<file path="src/rtl/pipe_stage_skid_if.sv">
// ---------------------------------------------------------------------------
// pipe_stage_skid_if
// Bundles the upstream and downstream sides of one retirement-payload pipeline
// boundary (typically MEM->WB), plus the flush and synchronised external
// interrupt that act on it.
//
// Handshake: on each side a transfer happens on a rising clk edge where
// valid and ready are both 1. A source holds valid and its payload stable
// until the transfer; ready never depends on the same side's valid.
//
// Signals:
//   flush, ext_int                      control into the stage
//   up_valid/up_ready + up_* payload    upstream side
//   dn_valid/dn_ready + dn_* payload    downstream side (head entry)
//   dn_exc_code/dn_int/dn_exc_any/dn_rf_we  decoded view of the head entry
// Modports:
//   slave  - the stage itself
//   master - the environment driving the stage
// ---------------------------------------------------------------------------
interface pipe_stage_skid_if #(
  parameter int XLEN   = 32,
  parameter int RF_AW  = 5,
  parameter int EXC_W  = 4,
  parameter int CODE_W = (EXC_W > 1) ? $clog2(EXC_W) : 1
) ();
  logic              flush;
  logic              ext_int;

  logic              up_valid;
  logic              up_ready;
  logic [XLEN-1:0]   up_pc;
  logic [XLEN-1:0]   up_inst;
  logic [XLEN-1:0]   up_data;
  logic              up_rf_we;
  logic [RF_AW-1:0]  up_rf_waddr;
  logic [EXC_W-1:0]  up_exc;
  logic              up_int;

  logic              dn_valid;
  logic              dn_ready;
  logic [XLEN-1:0]   dn_pc;
  logic [XLEN-1:0]   dn_inst;
  logic [XLEN-1:0]   dn_data;
  logic [RF_AW-1:0]  dn_rf_waddr;
  logic [EXC_W-1:0]  dn_exc;
  logic [CODE_W-1:0] dn_exc_code;
  logic              dn_int;
  logic              dn_exc_any;
  logic              dn_rf_we;

  modport slave (
    input  flush, ext_int,
    input  up_valid, up_pc, up_inst, up_data, up_rf_we, up_rf_waddr, up_exc, up_int,
    output up_ready,
    input  dn_ready,
    output dn_valid, dn_pc, dn_inst, dn_data, dn_rf_waddr, dn_exc,
    output dn_exc_code, dn_int, dn_exc_any, dn_rf_we
  );

  modport master (
    output flush, ext_int,
    output up_valid, up_pc, up_inst, up_data, up_rf_we, up_rf_waddr, up_exc, up_int,
    input  up_ready,
    output dn_ready,
    input  dn_valid, dn_pc, dn_inst, dn_data, dn_rf_waddr, dn_exc,
    input  dn_exc_code, dn_int, dn_exc_any, dn_rf_we
  );
endinterface

</file>
<file path="src/rtl/pipe_stage_skid.sv">
// ---------------------------------------------------------------------------
// pipe_stage_skid
// Pipeline boundary register for one instruction's retirement payload with a
// valid/ready handshake on both sides. SKID=1 adds a second (skid) entry so
// up_ready is a pure function of state; SKID=0 is a single register whose
// ready passes dn_ready through combinationally.
// The head entry is also decoded: lowest-set exception bit -> cause code,
// interrupt merge with ext_int, and register-file write gating.
//
// Ports:
//   clk          clock
//   rst_n        synchronous active-low reset
//   bus          pipe_stage_skid_if.slave (flush, ext_int, up_*, dn_*)
//   dbg_state_o  FSM state (0 EMPTY, 1 ONE, 2 TWO)
// ---------------------------------------------------------------------------
module pipe_stage_skid #(
  parameter int XLEN   = 32,
  parameter int RF_AW  = 5,
  parameter int EXC_W  = 4,
  parameter int SKID   = 1,
  parameter int CODE_W = (EXC_W > 1) ? $clog2(EXC_W) : 1
) (
  input  logic               clk,
  input  logic               rst_n,
  pipe_stage_skid_if.slave   bus,
  output logic [1:0]         dbg_state_o
);

  typedef enum logic [1:0] {
    EMPTY = 2'd0,
    ONE   = 2'd1,
    TWO   = 2'd2
  } state_e;

  typedef struct packed {
    logic [XLEN-1:0]  pc;
    logic [XLEN-1:0]  inst;
    logic [XLEN-1:0]  data;
    logic             rf_we;
    logic [RF_AW-1:0] rf_waddr;
    logic [EXC_W-1:0] exc;
    logic             intr;
  } entry_t;

  state_e state_q, state_d;
  entry_t m_q, m_d;   // head entry, drives dn_*
  entry_t s_q, s_d;   // skid entry, only reachable when SKID != 0
  entry_t up_entry;
  logic   up_ready;
  logic   dn_valid;

  assign up_entry = '{pc:       bus.up_pc,
                      inst:     bus.up_inst,
                      data:     bus.up_data,
                      rf_we:    bus.up_rf_we,
                      rf_waddr: bus.up_rf_waddr,
                      exc:      bus.up_exc,
                      intr:     bus.up_int};

  assign dn_valid = (state_q != EMPTY);

  // With a skid entry, ready comes from state alone so no dn_ready->up_ready
  // path exists; without it, a full register frees up when the head leaves.
  assign up_ready = (SKID != 0) ? (state_q != TWO) : (bus.dn_ready | ~dn_valid);

  always_comb begin
    state_d = state_q;
    m_d     = m_q;
    s_d     = s_q;
    if (bus.flush) begin
      // Flush wins over every transition, including a concurrent upstream push.
      state_d = EMPTY;
      m_d     = '0;
      s_d     = '0;
    end else begin
      case (state_q)
        EMPTY: begin
          if (bus.up_valid) begin
            m_d     = up_entry;
            state_d = ONE;
          end
        end
        ONE: begin
          if (bus.dn_ready && bus.up_valid) begin
            m_d = up_entry;
          end else if (bus.dn_ready) begin
            // M keeps its old contents; only validity drops.
            state_d = EMPTY;
          end else if (bus.up_valid && (SKID != 0)) begin
            s_d     = up_entry;
            state_d = TWO;
          end
        end
        TWO: begin
          if (bus.dn_ready) begin
            m_d     = s_q;
            s_d     = '0;
            state_d = ONE;
          end
        end
        default: state_d = EMPTY;
      endcase
    end
  end

  always_ff @(posedge clk) begin
    if (!rst_n) begin
      state_q <= EMPTY;
      m_q     <= '0;
      s_q     <= '0;
    end else begin
      state_q <= state_d;
      m_q     <= m_d;
      s_q     <= s_d;
    end
  end

  // Lowest set exception bit wins: scan from the top so lower bits overwrite.
  logic [CODE_W-1:0] exc_code;
  always_comb begin
    exc_code = '0;
    for (int i = EXC_W - 1; i >= 0; i--) begin
      if (m_q.exc[i]) exc_code = CODE_W'(i);
    end
  end

  logic dn_int;
  logic dn_exc_any;

  // ext_int only counts against an instruction actually sitting at the head.
  assign dn_int     = m_q.intr | (bus.ext_int & dn_valid);
  assign dn_exc_any = (|m_q.exc) | dn_int;

  assign bus.up_ready    = up_ready;
  assign bus.dn_valid    = dn_valid;
  assign bus.dn_pc       = m_q.pc;
  assign bus.dn_inst     = m_q.inst;
  assign bus.dn_data     = m_q.data;
  assign bus.dn_rf_waddr = m_q.rf_waddr;
  assign bus.dn_exc      = m_q.exc;
  assign bus.dn_exc_code = exc_code;
  assign bus.dn_int      = dn_int;
  assign bus.dn_exc_any  = dn_exc_any;
  assign bus.dn_rf_we    = m_q.rf_we & ~dn_exc_any & dn_valid;

  assign dbg_state_o = state_q;

endmodule

</file>
<file path="src/flat_wrapper.sv">
// flat-port wrapper written by rule: the top's interface ports become plain ports
module pipe_stage_skid_flat 
#(
  parameter int XLEN   = 32,
  parameter int RF_AW  = 5,
  parameter int EXC_W  = 4,
  parameter int SKID   = 1,
  parameter int CODE_W = (EXC_W > 1) ? $clog2(EXC_W) : 1
)
  (clk, rst_n, dbg_state_o, bus_flush, bus_ext_int, bus_up_valid, bus_up_pc, bus_up_inst, bus_up_data, bus_up_rf_we, bus_up_rf_waddr, bus_up_exc, bus_up_int, bus_up_ready, bus_dn_ready, bus_dn_valid, bus_dn_pc, bus_dn_inst, bus_dn_data, bus_dn_rf_waddr, bus_dn_exc, bus_dn_exc_code, bus_dn_int, bus_dn_exc_any, bus_dn_rf_we);
  pipe_stage_skid_if #(.XLEN(XLEN), .RF_AW(RF_AW), .EXC_W(EXC_W), .CODE_W(CODE_W)) bus_i ();
  input  logic clk;
  input  logic rst_n;
  output logic [1:0] dbg_state_o;
  input wire logic [$bits(bus_i.flush)-1:0] bus_flush;
  input wire logic [$bits(bus_i.ext_int)-1:0] bus_ext_int;
  input wire logic [$bits(bus_i.up_valid)-1:0] bus_up_valid;
  input wire logic [$bits(bus_i.up_pc)-1:0] bus_up_pc;
  input wire logic [$bits(bus_i.up_inst)-1:0] bus_up_inst;
  input wire logic [$bits(bus_i.up_data)-1:0] bus_up_data;
  input wire logic [$bits(bus_i.up_rf_we)-1:0] bus_up_rf_we;
  input wire logic [$bits(bus_i.up_rf_waddr)-1:0] bus_up_rf_waddr;
  input wire logic [$bits(bus_i.up_exc)-1:0] bus_up_exc;
  input wire logic [$bits(bus_i.up_int)-1:0] bus_up_int;
  output wire logic [$bits(bus_i.up_ready)-1:0] bus_up_ready;
  input wire logic [$bits(bus_i.dn_ready)-1:0] bus_dn_ready;
  output wire logic [$bits(bus_i.dn_valid)-1:0] bus_dn_valid;
  output wire logic [$bits(bus_i.dn_pc)-1:0] bus_dn_pc;
  output wire logic [$bits(bus_i.dn_inst)-1:0] bus_dn_inst;
  output wire logic [$bits(bus_i.dn_data)-1:0] bus_dn_data;
  output wire logic [$bits(bus_i.dn_rf_waddr)-1:0] bus_dn_rf_waddr;
  output wire logic [$bits(bus_i.dn_exc)-1:0] bus_dn_exc;
  output wire logic [$bits(bus_i.dn_exc_code)-1:0] bus_dn_exc_code;
  output wire logic [$bits(bus_i.dn_int)-1:0] bus_dn_int;
  output wire logic [$bits(bus_i.dn_exc_any)-1:0] bus_dn_exc_any;
  output wire logic [$bits(bus_i.dn_rf_we)-1:0] bus_dn_rf_we;
  assign bus_i.flush = bus_flush;
  assign bus_i.ext_int = bus_ext_int;
  assign bus_i.up_valid = bus_up_valid;
  assign bus_i.up_pc = bus_up_pc;
  assign bus_i.up_inst = bus_up_inst;
  assign bus_i.up_data = bus_up_data;
  assign bus_i.up_rf_we = bus_up_rf_we;
  assign bus_i.up_rf_waddr = bus_up_rf_waddr;
  assign bus_i.up_exc = bus_up_exc;
  assign bus_i.up_int = bus_up_int;
  assign bus_up_ready = bus_i.up_ready;
  assign bus_i.dn_ready = bus_dn_ready;
  assign bus_dn_valid = bus_i.dn_valid;
  assign bus_dn_pc = bus_i.dn_pc;
  assign bus_dn_inst = bus_i.dn_inst;
  assign bus_dn_data = bus_i.dn_data;
  assign bus_dn_rf_waddr = bus_i.dn_rf_waddr;
  assign bus_dn_exc = bus_i.dn_exc;
  assign bus_dn_exc_code = bus_i.dn_exc_code;
  assign bus_dn_int = bus_i.dn_int;
  assign bus_dn_exc_any = bus_i.dn_exc_any;
  assign bus_dn_rf_we = bus_i.dn_rf_we;
  pipe_stage_skid #(.XLEN(XLEN), .RF_AW(RF_AW), .EXC_W(EXC_W), .SKID(SKID), .CODE_W(CODE_W)) u_core (.clk(clk), .rst_n(rst_n), .bus(bus_i), .dbg_state_o(dbg_state_o));
endmodule
</file>
<file path="config.mk">
export PLATFORM = sky130hd
export DESIGN_NAME = pipe_stage_skid_flat
export DESIGN_NICKNAME = d
export VERILOG_FILES = /design/src/rtl/pipe_stage_skid_if.sv /design/src/rtl/pipe_stage_skid.sv /design/src/flat_wrapper.sv
export SDC_FILE = /design/constraint.sdc
export NUM_CORES = 1
export LEC_CHECK = 0
export CAP_MARGIN = 5
export CORE_AREA = 4 4 207 209
export CTS_CLUSTER_SIZE = 12
export DETAILED_ROUTE_END_ITERATION = 7
export DIE_AREA = 0 0 211 213
export MAX_ROUTING_LAYER = met4
export PLACE_DENSITY = 0.54
export RECOVER_POWER = 50
export SLEW_MARGIN = 20
export SYNTH_ARGS = -nofsm -noshare
export SYNTH_HDL_FRONTEND = slang
export SYNTH_SLANG_ARGS = --single-unit
</file>
<file path="constraint.sdc">
create_clock -name clk -period 1.9 [get_ports clk]
set_clock_uncertainty 0.2 [all_clocks]
set_input_delay 0.285 -clock clk [delete_from_list [all_inputs] [get_ports clk]]
set_output_delay 0.285 -clock clk [all_outputs]
set_load 0.02 [all_outputs]
</file>
==> results by group <==
GRT
  – GR Util All Layers: 0.144
  – Global route total overflow: 0
  – Antenna violations before repair: 4
  – Vias in the first global route: 8353
  – Pin count of the biggest net entering global routing: 74
  – Global-route wire length before repair: roughly 50000 um

Drt
  – DR pass1 iterations: 5
  – Vias per cell: 4.84
  – Residual DRC count: 0
  – Via Count: 8554
  – Final WL: 33300 um
  – DRT iter0 DRCs: between 400 and 500
  – Antenna Nets Post-Route: 0
  – Drt wl/cell: 18.8 um

Clock tree
  – CTS clk-pin slew, worst paths: 0.07 ns
  – CTS max path bufs: 3
  – Num Clock Sinks: roughly 220
  – # hold bufs at CTS: 0
  – Worst-skew pair later-pin latency: 0.55 ns
  – Num CTS Buffers: 27
  – CTS tree: yes
  – Clock root buffer: clkbuf_16
  – H-tree levels: 1

Yosys
  – Seq/Total Area, Yosys: 0.426
  – Synth Instances: 1112
  – Cell Area, Synth: 0.0101 sq mm
  – Synth Flop Type: dfxtp_1
  – Number of synthesized register bits: approximately 220
  – Synth Net Count: 1225
  – Post-synth EDFFs: 0
  – FFs w/ async S/R, synth: 0
  – Syn avg cell area: 9.12 sq um
  – Yosys cell types: 27
  – Yosys warns: 0

STA
  – Final period utilization: 1.17
  – Least-Margin Pin Slew: 0.407 ns
  – Fin Hold WS: 0.121 ns
  – Unrepaired setup endpoints after global routing: true
  – Max Clk Rate: 0.451 GHz
  – Total Neg Setup Slack: -0.875 ns
  – Final hold vios: 0
  – Final setup violation count: 4
  – Final slew viol count: 0
  – Slew margin rel.: 0.728
  – PnR worst setup slack: -0.319 ns
  – Tmin final: 2.22 ns

Setup path
  – Type of the worst setup path: reg -> out
  – Worst path cell trace: or2_4, a21oi_2, buf_4, and4_4, buf_6
  – Worst endpoint required time: ~1.4 ns
  – Slowest CP cell: dfxtp_2
  – Number of buffer and inverter stages on the critical path: 2
  – CP top delay family: simple AND/OR/NAND/NOR gates
  – Critical Path Start Type: register
  – Slowest cell delay on critical path: between 0.3 and 0.4 ns
  – Critical path capture point type: output pin
  – WP data arrival: around 1.7 ns
  – WP depth: 5
  – Max FO, Critical Path: 2
  – Worst reg2reg path depth: 6

Layout
  – Final Util: 0.332
  – Commonest non-fill, non-tap cell in the layout: dfxtp_1
  – Most frequent cells in the layout: dfxtp_1 (213), a211oi_1 (185), clkdlybuf4s50_1 (111), a21oi_1 (109), nand2_1 (109)
  – Area growth syn-to-layout: 33.6%
  – Multi-input logic area: 0.00455 sq mm
  – Final Net Count: roughly 1300
  – Layout cells sized above 1: 0.141
  – Final non-filler cell total: 1767
  – FILL cells: between 4000 and 5000
  – FF+latch area: 0.00433 sq mm

Floorplan
  – Starting density of the core: 0.248
  – Core area: 0.0408 sq mm
  – # IOs: 227
  – Die area: ~0.045 sq mm
  – Height of the die: 213 um
  – Core Rows: 74
  – Chip Width: between 200 and 250 um

Power
  – Power Total: 11.4 mW
  – Pwr/cell area: 844 mW/mm^2
  – Worst vdd ir: 0.593 mV
  – Pleak: ~5.6 nW

Place
  – GPL Wtd Cong: 0.757
  – Port bufs: 226
  – DP Wirelength: 21100 um
  – Placed insts: ~1700

Worst hold path
  – Hold/Removal Path Class: in -> reg
  – Hold Path Stages: 3

Flow run
  – Max-Cap Viols: 0

Status
  – Failing checks: setup timing
  – Status: finished, violations left
[worst paths after layout]
path	start	to	slack, ns
setup / recovery	u_core.dbg_state_o[1]	bus_dn_rf_we	-0.32
hold / removal	bus_up_pc[8]	u_core.s_q[83]	0.12
setup reg to reg	u_core.dbg_state_o[1]	u_core.s_q[30]	0.02
hold reg to reg	u_core.s_q[45]	u_core.s_q[45]	0.26
[stage by stage]
step | area (sq um) | setup WS (ns)
2_1_floorplan | 10100 | 0.00442
3_3_place_gp | 12600 | -0.512
3_5_place_dp | 12600 | -0.523
4_1_cts | 13500 | -0.361
5_1_grt | 13600 | -0.390
6_report | 13600 | -0.319
[report_power, final]
group	internal, mW	total (mW)	switching, mW
combinational	0.655	1.41	0.758
sequential	4.65	4.72	0.0680
clock	3.29	5.31	2.02
[worst register-to-register path, cell delays in order (launching register included)]
cell	delay (ns)
dfxtp_2	0.32
buf_4	0.17
nor4bb_1	0.29
clkbuf_4	0.38
buf_4	0.25
nand2_1	0.08
a21oi_1	0.12
[what timing repair did]
action                     in CTS  in global routing
cloned                          0                  3
pin swaps                      11                  0
resized for setup             156                 16
setup endpoints to repair     116                 40
setup buffers                   2                  3
[per-layer routing]
layer,share of wire,vias to the layer above,global-route usage,wire length [um]
li1,-,4143,-,-
met1,0.46,4132,0.196,15500
met2,0.45,244,0.217,15000
met3,0.068,35,0.0351,2260
met4,0.017,0,0.0351,553
met5,0,-,-,0
[state kept, by name, summed over array words and instances, names as in the netlist]
name and count:
u_core.bus.dn_data 32, u_core.bus.dn_exc 4, u_core.bus.dn_inst 32, u_core.bus.dn_pc 32, u_core.bus.dn_rf_waddr 5, u_core.dbg_state_o 2
u_core.m_q 2, u_core.s_q 107
[area by class of cell]
type	count	area share
multi-input cells	668	0.336
flip-flops and latches	216	0.319
repair buffers	295	0.226
clock buffers	38	0.0581
well taps	532	0.0491
clock inverters	12	0.0107
diodes	4	0.000738
inverters	2	0.000554
[synth_stat cells (5+ instances only)]
library cell,instances,area [sq um]
a211oi_2,30,375
nand3_1,107,536
buf_4,109,818
a211oi_1,185,1390
buf_1,5,18.8
nand2_1,110,413
mux2i_1,108,1080
buf_2,36,180
buf_6,5,56.3
dfxtp_1,216,4320
clkbuf_1,71,267
a21oi_1,110,551
[cell families after synthesis]
family,count (synthesis),share of synthesized area
compound gates,327,0.230
simple gates,233,0.104
buf+inv,228,0.133
flops,216,0.426
mux,108,0.107
Power figures use the tool's default switching activity.
